`config.mk`:
```
export PLATFORM = sky130hd
export DESIGN_NAME = uart_rx_byte
export DESIGN_NICKNAME = d
export VERILOG_FILES = /design/src/rtl/uart_rx_byte.sv
export SDC_FILE = /design/constraint.sdc
export NUM_CORES = 1
export LEC_CHECK = 0
export ABC_AREA = 1
export CAP_MARGIN = 20
export CELL_PAD_IN_SITES_DETAIL_PLACEMENT = 1
export CELL_PAD_IN_SITES_GLOBAL_PLACEMENT = 2
export CORE_MARGIN = 1
export CORE_UTILIZATION = 38
export CTS_CLUSTER_SIZE = 12
export DETAILED_ROUTE_END_ITERATION = 10
export PLACE_DENSITY = 0.94
export SYNTH_ARGS = -nofsm -noshare
export SYNTH_HDL_FRONTEND = slang
export SYNTH_SLANG_ARGS = --single-unit
```
`constraint.sdc`:
```
create_clock -name clk -period 3 [get_ports clk]
set_clock_uncertainty 0.15 [all_clocks]
set_input_delay 0.45 -clock clk [delete_from_list [all_inputs] [get_ports clk]]
set_output_delay 0.45 -clock clk [all_outputs]
set_load 0.03 [all_outputs]
```
`src/rtl/uart_rx_byte.sv`:
```
// 8N1 UART receiver with 16x oversampling. Each good byte appears on data_out
// together with a one-cycle rx_done strobe, and a bad stop bit gives a frame_err strobe.
module uart_rx_byte #(
    parameter int BAUD_DIV  = 27,
    parameter int DATA_BITS = 8
) (
    input  logic                 clk,
    input  logic                 arst_n,
    input  logic                 rx,
    output logic [DATA_BITS-1:0] data_out,
    output logic                 rx_done,
    output logic                 frame_err,
    output logic                 busy
);
    localparam int DIV_W = $clog2(BAUD_DIV);
    localparam int N_W   = (DATA_BITS > 1) ? $clog2(DATA_BITS) : 1;
    localparam logic [DIV_W-1:0] DIV_LAST = DIV_W'(BAUD_DIV - 1);
    localparam logic [N_W-1:0]   N_LAST   = N_W'(DATA_BITS - 1);

    typedef enum logic [1:0] {IDLE, START, DATA, STOP} state_t;

    state_t               state_q, state_d;
    logic                 rx_meta_q, rx_sync_q, rx_prev_q;
    logic [DIV_W-1:0]     div_q;
    logic                 tick;
    logic [3:0]           s_q, s_d;
    logic [N_W-1:0]       n_q, n_d;
    logic [DATA_BITS-1:0] sh_q, sh_d;
    logic [DATA_BITS-1:0] data_q, data_d;
    logic                 done_q, done_d;
    logic                 ferr_q, ferr_d;

    assign tick = (div_q == DIV_LAST);

    // The sync flops reset high so that releasing reset on an idle line is not taken as a start edge.
    always_ff @(posedge clk or negedge arst_n) begin
        if (!arst_n) begin
            rx_meta_q <= 1'b1;
            rx_sync_q <= 1'b1;
            rx_prev_q <= 1'b1;
            div_q     <= '0;
            state_q   <= IDLE;
            s_q       <= '0;
            n_q       <= '0;
            sh_q      <= '0;
            data_q    <= '0;
            done_q    <= 1'b0;
            ferr_q    <= 1'b0;
        end else begin
            rx_meta_q <= rx;
            rx_sync_q <= rx_meta_q;
            rx_prev_q <= rx_sync_q;
            div_q     <= tick ? '0 : div_q + 1'b1;
            state_q   <= state_d;
            s_q       <= s_d;
            n_q       <= n_d;
            sh_q      <= sh_d;
            data_q    <= data_d;
            done_q    <= done_d;
            ferr_q    <= ferr_d;
        end
    end

    always_comb begin
        state_d = state_q;
        s_d     = s_q;
        n_d     = n_q;
        sh_d    = sh_q;
        data_d  = data_q;
        done_d  = 1'b0;
        ferr_d  = 1'b0;
        unique case (state_q)
            IDLE: begin
                if (rx_prev_q && !rx_sync_q) begin
                    s_d     = '0;
                    state_d = START;
                end
            end
            START: begin
                if (tick) begin
                    if (s_q == 4'd7) begin
                        if (!rx_sync_q) begin
                            s_d     = '0;
                            n_d     = '0;
                            state_d = DATA;
                        end else begin
                            state_d = IDLE;
                        end
                    end else begin
                        s_d = s_q + 4'd1;
                    end
                end
            end
            DATA: begin
                if (tick) begin
                    if (s_q == 4'd15) begin
                        s_d  = '0;
                        sh_d = {rx_sync_q, sh_q[DATA_BITS-1:1]};
                        if (n_q == N_LAST) state_d = STOP;
                        else               n_d     = n_q + 1'b1;
                    end else begin
                        s_d = s_q + 4'd1;
                    end
                end
            end
            STOP: begin
                if (tick) begin
                    if (s_q == 4'd15) begin
                        state_d = IDLE;
                        if (rx_sync_q) begin
                            data_d = sh_q;
                            done_d = 1'b1;
                        end else begin
                            ferr_d = 1'b1;
                        end
                    end else begin
                        s_d = s_q + 4'd1;
                    end
                end
            end
            default: state_d = IDLE;
        endcase
    end

    assign data_out  = data_q;
    assign rx_done   = done_q;
    assign frame_err = ferr_q;
    assign busy      = (state_q != IDLE);

endmodule

```
-- Word-level counts from Yosys, hierarchy flattened
Index checks and enable logic that the tools add are counted.
- bits in registers: 35
- output and inout port bits: 11
- logic and storage cells: 78
- $add $sub $neg: 3
- equal/unequal tests: 19
- multiplexer cells: 35
- reduce and logical (&&, ||, !) cells: 10
- operators with widths (cell ; number):
    2-to-1 mux 4 bit ; 8
    inequality test 2 bit (second input constant) ; 11
    2-to-1 mux 2 bit ; 9
    2-to-1 mux 3 bit ; 6
    case mux 4 bit (4 select lines) ; 1
    2-to-1 mux 1 bit ; 8
    case mux 2 bit (4 select lines) ; 1
    AND reduction 8 bit ; 1
    AND reduction 7 bit ; 1
    case mux 3 bit (2 select lines) ; 1
    AND reduction 6 bit ; 1
    adder 5 x 1 -> 5 bit (second input constant) ; 1
    == test 5 bit (second input constant) ; 1
    2-to-1 mux 5 bit ; 1
    adder 4 x 1 -> 4 bit (second input constant) ; 1
    == test 2 bit (second input constant) ; 2
    == test 4 x 3 -> 1 bit (second input constant) ; 1
    == test 4 bit (second input constant) ; 1
    AND reduction 4 bit ; 1
    nonzero test 2 bit ; 2
    adder 3 x 1 -> 3 bit (second input constant) ; 1
    == test 3 bit (second input constant) ; 1
    inequality test 3 bit (second input constant) ; 1
    AND reduction 3 bit ; 1
    other kinds (4) ; 4

-- Logic depth before layout (Yosys ltp)
Gate-level depths: netlist of the first run.
- depth after elaboration: 5
- depth in mapped cells: 11

-- Worst setup path before layout of the first run
Ideal clock, no wire load.
- path kind: register -> register
- from: reg div_q[0]
- to: reg sh_q[3]
- library setup time: 0.121 ns
- arrival: 1.290 ns
- required time: 2.729 ns
- path slack: 1.439 ns
- stages on the path, launching flop included: 11
- path buffers: 1
- period minus slack after synthesis: 1.561 ns
- path through: dfrtp_1 -> inv_1 -> ha_1 -> nand2_1 -> inv_1 -> nand2_1 -> nor2_1 -> nand2_1 -> buf_2 -> nand2_1 -> o21ai_1
- word-level cells in the longest chain between the ends: 2
- RTL lines (element ; RTL line ; text):
    start, declared ; 24 ; logic [DIV_W-1:0] div_q;
    start signal, assigned ; 53 ; div_q <= tick ? '0 : div_q + 1'b1;
    == test 5 bit ; 33 ; assign tick = (div_q == DIV_LAST);
    AND reduction 3 bit (no source line) ; n/a ;
    end signal, assigned ; 45 ; sh_q <= '0;
    end signal, assigned ; 57 ; sh_q <= sh_d;
    end, declared ; 28 ; logic [DATA_BITS-1:0] sh_q, sh_d;
No other way between the ends.
A chain may end at the register's enable or synchronous reset.

-- Worst setup path in the final report of the first run
- from: reg state_q[0]
- to: out busy
- word-level cells in the longest chain between the ends: 1
- RTL lines (element ; RTL line ; text):
    start, declared ; 22 ; state_t state_q, state_d;
    start signal, assigned ; 54 ; state_q <= state_d;
    nonzero test 2 bit ; 128 ; assign busy = (state_q != IDLE);
    end, declared ; 13 ; output logic busy
No other way between the ends.

==> results of run 1 <==
[final cells by class]
class	instances	area share, %
inverter	23	4.43
clock inverter	1	0.257
timing repair buffer	14	7.07
multi-input combinational	126	35.9
clock buffer	7	3.92
tap	50	3.21
sequential	35	45.2
[Yosys cell counts]
library cell,count
nand3_1,8
nor4_1,1
o21ai_0,2
nand3b_1,3
xnor2_1,1
nand2_2,2
buf_6,1
nor3_1,1
o21ai_1,8
nand2_4,2
inv_2,6
nand2_1,60
nor2_1,9
nor2_4,5
inv_1,17
ha_1,5
nand3_2,2
a21oi_1,3
xor2_1,1
nand4_1,3
o21ai_2,7
nand3_4,1
dfrtp_1,32
dfstp_2,3
buf_2,1
nor2_2,2
[routing by layer]
| metal | vias to the layer above | wire, um | GRT usage, % | part of all wire, % |
|---|---|---|---|---|
| met4 | 0 | 85 | 9.90 | 2.4 |
| met5 | - | 0 | 0 | 0 |
| met3 | 9 | 102 | 3.62 | 2.9 |
| li1 | 626 | - | - | - |
| met1 | 609 | 1610 | 22.7 | 46 |
| met2 | 17 | 1680 | 29.2 | 48 |
[stage by stage]
| step | cells | util [%] | hold slack [ns] |
|---|---|---|---|
| floorplan | 186 | - | 0.00441 |
| global placement | 248 | 45.3 | 0.197 |
| detailed placement | 248 | 45.3 | 0.200 |
| CTS | 256 | 47.3 | 0.210 |
| global route | 256 | 47.3 | 0.212 |
| finish | 256 | 47.3 | 0.208 |
[power groups by stage]
stage                     Combinational [mW]  Clock [mW]  Sequential [mW]
after floorplan                        0.238           0            0.549
after global placement                 0.307           0            0.555
after detailed placement               0.325           0            0.560
after CTS                              0.326       0.340            0.551
after global routing                   0.366       0.351            0.559
final                                  0.322       0.325            0.550
[worst paths after layout]
path,from,end,slack (ns)
setup / recovery,state_q[0]$_DFFE_PN0P_,busy,0.70
hold / removal,rx_meta_q$_DFF_PN1_,rx_sync_q$_DFF_PN1_,0.21
setup reg to reg,div_q[0]$_DFF_PN0_,sh_q[3]$_DFFE_PN0P_,1.10
hold reg to reg,rx_meta_q$_DFF_PN1_,rx_sync_q$_DFF_PN1_,0.21
max in group asynchronous,arst_n,rx_prev_q$_DFF_PN1_,1.92
min in group asynchronous,arst_n,s_q[3]$_DFFE_PN0P_,0.43
[sequential cells by signal, indices dropped and copies added (netlist names), named ones only]
signal,cells
data_out,8
div_q,5
frame_err,1
n_q,3
rx_done,1
rx_meta_q,1
rx_prev_q,1
rx_sync_q,1
s_q,4
sh_q,8
state_q,1
[cell usage in the layout (no fill, tap or decap), drive strengths merged]
cell / instances
clkinv: 1
nor2: 16
xor2: 1
clkdlybuf4s50: 13
dfrtp: 32
nor4: 1
a21oi: 3
o21ai: 17
buf: 1
nor3: 1
nand2: 64
xnor2: 1
clkbuf: 7
nand4: 3
dfstp: 3
ha: 5
nand3: 11
nand3b: 3
inv: 23
[worst reg2reg max path, cell delays in order (launching register included)]
cell	delay [ns]
dfrtp_1	0.42
inv_1	0.08
ha_1	0.15
nand2_1	0.06
inv_1	0.09
nand2_1	0.13
nor2_1	0.11
nand2_1	0.31
nand2_1	0.18
o21ai_1	0.09
[logic make-up after synthesis]
kind of cell / share of synthesized area, %
simple gates: 29.3
flops: 52.3
buf+inv: 6.10
compound gates: 7.51
fa+ha+maj: 3.72
xor+xnor: 1.04
==> impl_metrics.tcl, run 1 <==
set metrics [dict create \
    status "finished clean" \
    p_int_mw 0.763 \
    cts_hold_buf 0 \
    via_count 1261 \
    hold_viol_final 0 \
    die_x_um 68.5 \
    fin_crit_sh_pct 76.5 \
    cts_buffers 5 \
    gp_congestion 0.794 \
    p_clk_share_pct 27.2 \
    crit_path_max_incr_delay_ns 0.68 \
    core_um2 4120 \
    start_util_pct 40.9 \
    grt_pass1_vias 1311 \
    path_clk_slew_ns 0.07 \
    detail_route.first_pass.iterations 4 \
    antenna_found_initial 0 \
    end_kind "primary output" \
    power_density_nw_per_um2 615 \
    cp_num_buf_inv 2 \
    cp.required_ns 2.40 \
    design_area_um2 1950 \
    ff2ff_path_depth 9 \
    crit_arrival_ns 1.70 \
    grt_pass1_wl_mm 6.04 \
    cts_sinks 35 \
    antenna_left 0 \
    grt_max_degree 36 \
    worst_slack_ns 0.704 \
    crit_chain "inv_2 > nand2_2 > clkdlybuf4s50_1" \
    preCtsSetupSlack_ns 0.998 \
    crit_family "buffers and inverters" \
    dp_hpwl_mm 2.58 \
    portBuffers 13 \
    synth_cell_types 26 \
    synth_warnings 0 \
    die-area_um2 4690 \
    seqCellArea_um2 880 \
    cap_violations 0 \
    switchingPower_mw 0.435 \
    synth_area_um2 1680 \
    syn_to_final_growth_pct 15.8 \
    drv_slew 0 \
    max-vdd-ir-drop_mv 0.245 \
    cts.root.buffer_cell "clkbuf_8" \
    grt_use_total_pct 18.1 \
    die_h_um 68.5 \
    synthCells 186 \
    sw_frac_of_total_pct 36.3 \
    antennaDiodeCount 0 \
    clock.fmax_mhz 435 \
    rsz0062_at_grt "false" \
    critPathLaunchType "flop" \
    yosys-top-cells-area "dfrtp_1 (48%), nand2_1 (13%), dfstp_2 (4.7%)" \
    wl_per_cell_um 13.6 \
    p_seq_share_pct 46.0 \
    grt_overflow 0 \
    ios 14 \
    cts-resized-gates 0 \
    synthDominantCellAreaShare_pct 47.6 \
    p_leak_nw 0.880 \
    syn_area_per_cell_um2 9.04 \
    synth_fp_nets 194 \
    power_mw 1.20 \
    hold_path_depth 0 \
    rows 23 \
    worstSetupPathType "reg2out" \
    hp-class "reg2reg" \
    fillers 498 \
    yosysTopAreaCell "dfrtp_1" \
    fin_setup_tns_ns 0 \
    synth-seq-cells 35 \
    ys_seq_area_share_pct 52.3 \
    clk_path_buf_depth 2 \
    nets 213 \
    drtIter0Drc 44 \
    crit_fanout 6 \
    worst_pin_slew_ns 0.500 \
    drt_wl_total_mm 3.48 \
    timing.final.crit_period_ns 2.30 \
    post_cts_buffers 0 \
    viasPerCell 4.93 \
    drive_above_1_share_pct 18.0 \
    clk_latency_ns 0.28 \
    max-slew-margin-rel_pct 66.6 \
    drc 0 \
    combPwrFrac_pct 26.9 \
    place_area_um2 1870 \
    critical_path_depth 3 \
    cts_htree_levels 2 \
    setup_viol_count_final 0 \
    cts_tree "built" \
    multi_input_area_um2 699 \
    cp_slowest_cell "clkdlybuf4s50_1" \
]
No activity file was read; power rests on OpenSTA's default activity.
==> run 2, diff against run 1 <==
CORE_UTILIZATION = 35   (was 38)
PLACE_DENSITY = 0.88   (was 0.94)
clock period = 2.2 ns   (was 3 ns; I/O delays follow)
==> run 2 against run 1 <==
Compared with the run above:
- flip-flop and latch count unchanged
- largest power group unchanged
- critical path type unchanged
- combinational power is 32% higher
- wire length shrank 2.1%
- critical endpoint unchanged
==> impl_metrics.tcl, run 2 (synthesis results as in run 1) <==
set metrics [dict create \
    status "finished clean" \
    drv_slew 0 \
    die-area_um2 5090 \
    fin_setup_tns_ns 0 \
    path_clk_slew_ns 0.07 \
    grt_util_met3_pct 3.09 \
    hp-class "reg2reg" \
    grtUsageMet2_pct 26.3 \
    dp_hpwl_mm 2.49 \
    end_kind "primary output" \
    clock.fmax_mhz 522 \
    viasPerCell 4.85 \
    grt_max_degree 36 \
    drive_above_1_share_pct 18.0 \
    crit_arrival_ns 1.44 \
    final_common_cell "nand2_1" \
    max-vdd-ir-drop_mv 0.401 \
    cts_htree_levels 2 \
    start_util_pct 37.6 \
    cts_sinks 35 \
    use_met1_pct 18.9 \
    grt_use_total_pct 15.6 \
    via_count 1252 \
    portBuffers 13 \
    detail_route.first_pass.iterations 4 \
    gp_congestion 0.772 \
    syn_to_final_growth_pct 15.8 \
    antennaDiodeCount 0 \
    cts_hold_buf 0 \
    drtIter0Drc 87 \
    p_leak_nw 0.881 \
    worst_slack_ns 0.282 \
    antenna_found_initial 0 \
    clk_latency_ns 0.29 \
    die_h_um 71.3 \
    drc 0 \
    grt_pass1_wl_mm 6.11 \
    ios 14 \
    preCtsSetupSlack_ns 0.307 \
    crit_fanout 6 \
    nets 213 \
    cp.required_ns 1.72 \
    cap_violations 0 \
    setup_viol_count_final 0 \
    timing.final.crit_period_ns 1.92 \
    wl_per_cell_um 13.2 \
    final_cell_mix "nand2_1 (60), dfrtp_1 (32), inv_1 (17)" \
    rows 24 \
    die_x_um 71.3 \
    grt_overflow 0 \
    cts_tree "built" \
    cts.root.buffer_cell "clkbuf_8" \
    power_density_nw_per_um2 834 \
    max-slew-margin-rel_pct 67.6 \
    critPathLaunchType "flop" \
    rsz0062_at_grt "false" \
    clk_path_buf_depth 2 \
    busiest_layer "met2" \
    drt_wl_total_mm 3.40 \
    fin_crit_sh_pct 87.2 \
    worstSetupPathType "reg2out" \
    antenna_left 0 \
    hold_viol_final 0 \
    grt_pass1_vias 1333 \
    cts_buffers 5 \
    worst_pin_slew_ns 0.485 \
    final_core_util_pct 43.5 \
    core_um2 4470 \
]
## run 2: changes by cell type in the layout (fill, tap and decap cells not counted), sizes merged
cell	previous run	this run
clkdlybuf4s50	13	12
dlygate4sd2	0	1
## run 2: worst paths after layout
check	from	endpoint	slack, ns	cells after the start
worst min-delay path	rx_meta_q$_DFF_PN1_	rx_sync_q$_DFF_PN1_	0.21	0
min in group asynchronous	arst_n	s_q[0]$_DFFE_PN0P_	0.31	2
worst max register to register	div_q[0]$_DFF_PN0_	sh_q[4]$_DFFE_PN0P_	0.38	9
worst max-delay path	state_q[0]$_DFFE_PN0P_	busy	0.28	3
worst min register to register	rx_meta_q$_DFF_PN1_	rx_sync_q$_DFF_PN1_	0.21	0
max in group asynchronous	arst_n	rx_sync_q$_DFF_PN1_	1.23	2
## run 2: critical path, cell delays in order, from the launching register on
cell and delay [ns]:
dfrtp_1 0.49, inv_2 0.12, nand2_2 0.13, dlygate4sd2_1 0.41
## run 2: area by class of cell
type	instances	area [um^2]
fillers	542	2530
flip-flops and latches	35	880
multi-input cells	126	699
repair buffers	14	136
inverters	23	86.3
clock buffers	7	76.3
well taps	52	65.1
clock inverters	1	5.00
## run 2: power by group
part	internal, mW	total [mW]	switching (mW)	leakage, nW
combinational	0.123	0.424	0.301	0.379
clock	0.222	0.450	0.227	0.0422
sequential	0.687	0.751	0.0640	0.460
total	1.03	1.62	0.592	0.881
## run 2: layer usage
layer	part of all wire (%)	routed length (um)
met2	48	1650
met4	2.0	68
met1	47	1590
met5	0	0
met3	2.7	93
## run 2: through the flow
stage	std cells	hold slack (ns)	power, mW	area (um^2)
2_1_floorplan	186	-0.116	1.07	1680
3_3_place_gp	250	0.197	1.18	1870
3_5_place_dp	250	0.201	1.20	1870
4_1_cts	258	0.211	1.66	1950
5_1_grt	258	0.218	1.73	1950
6_report	258	0.208	1.62	1950
## run 2: what timing repair did
| item | CTS | global route |
|---|---|---|
| setup buffers | 0 | 0 |
| endpoints found under the setup margin | 1 | 0 |
| gates resized for setup | 1 | 0 |
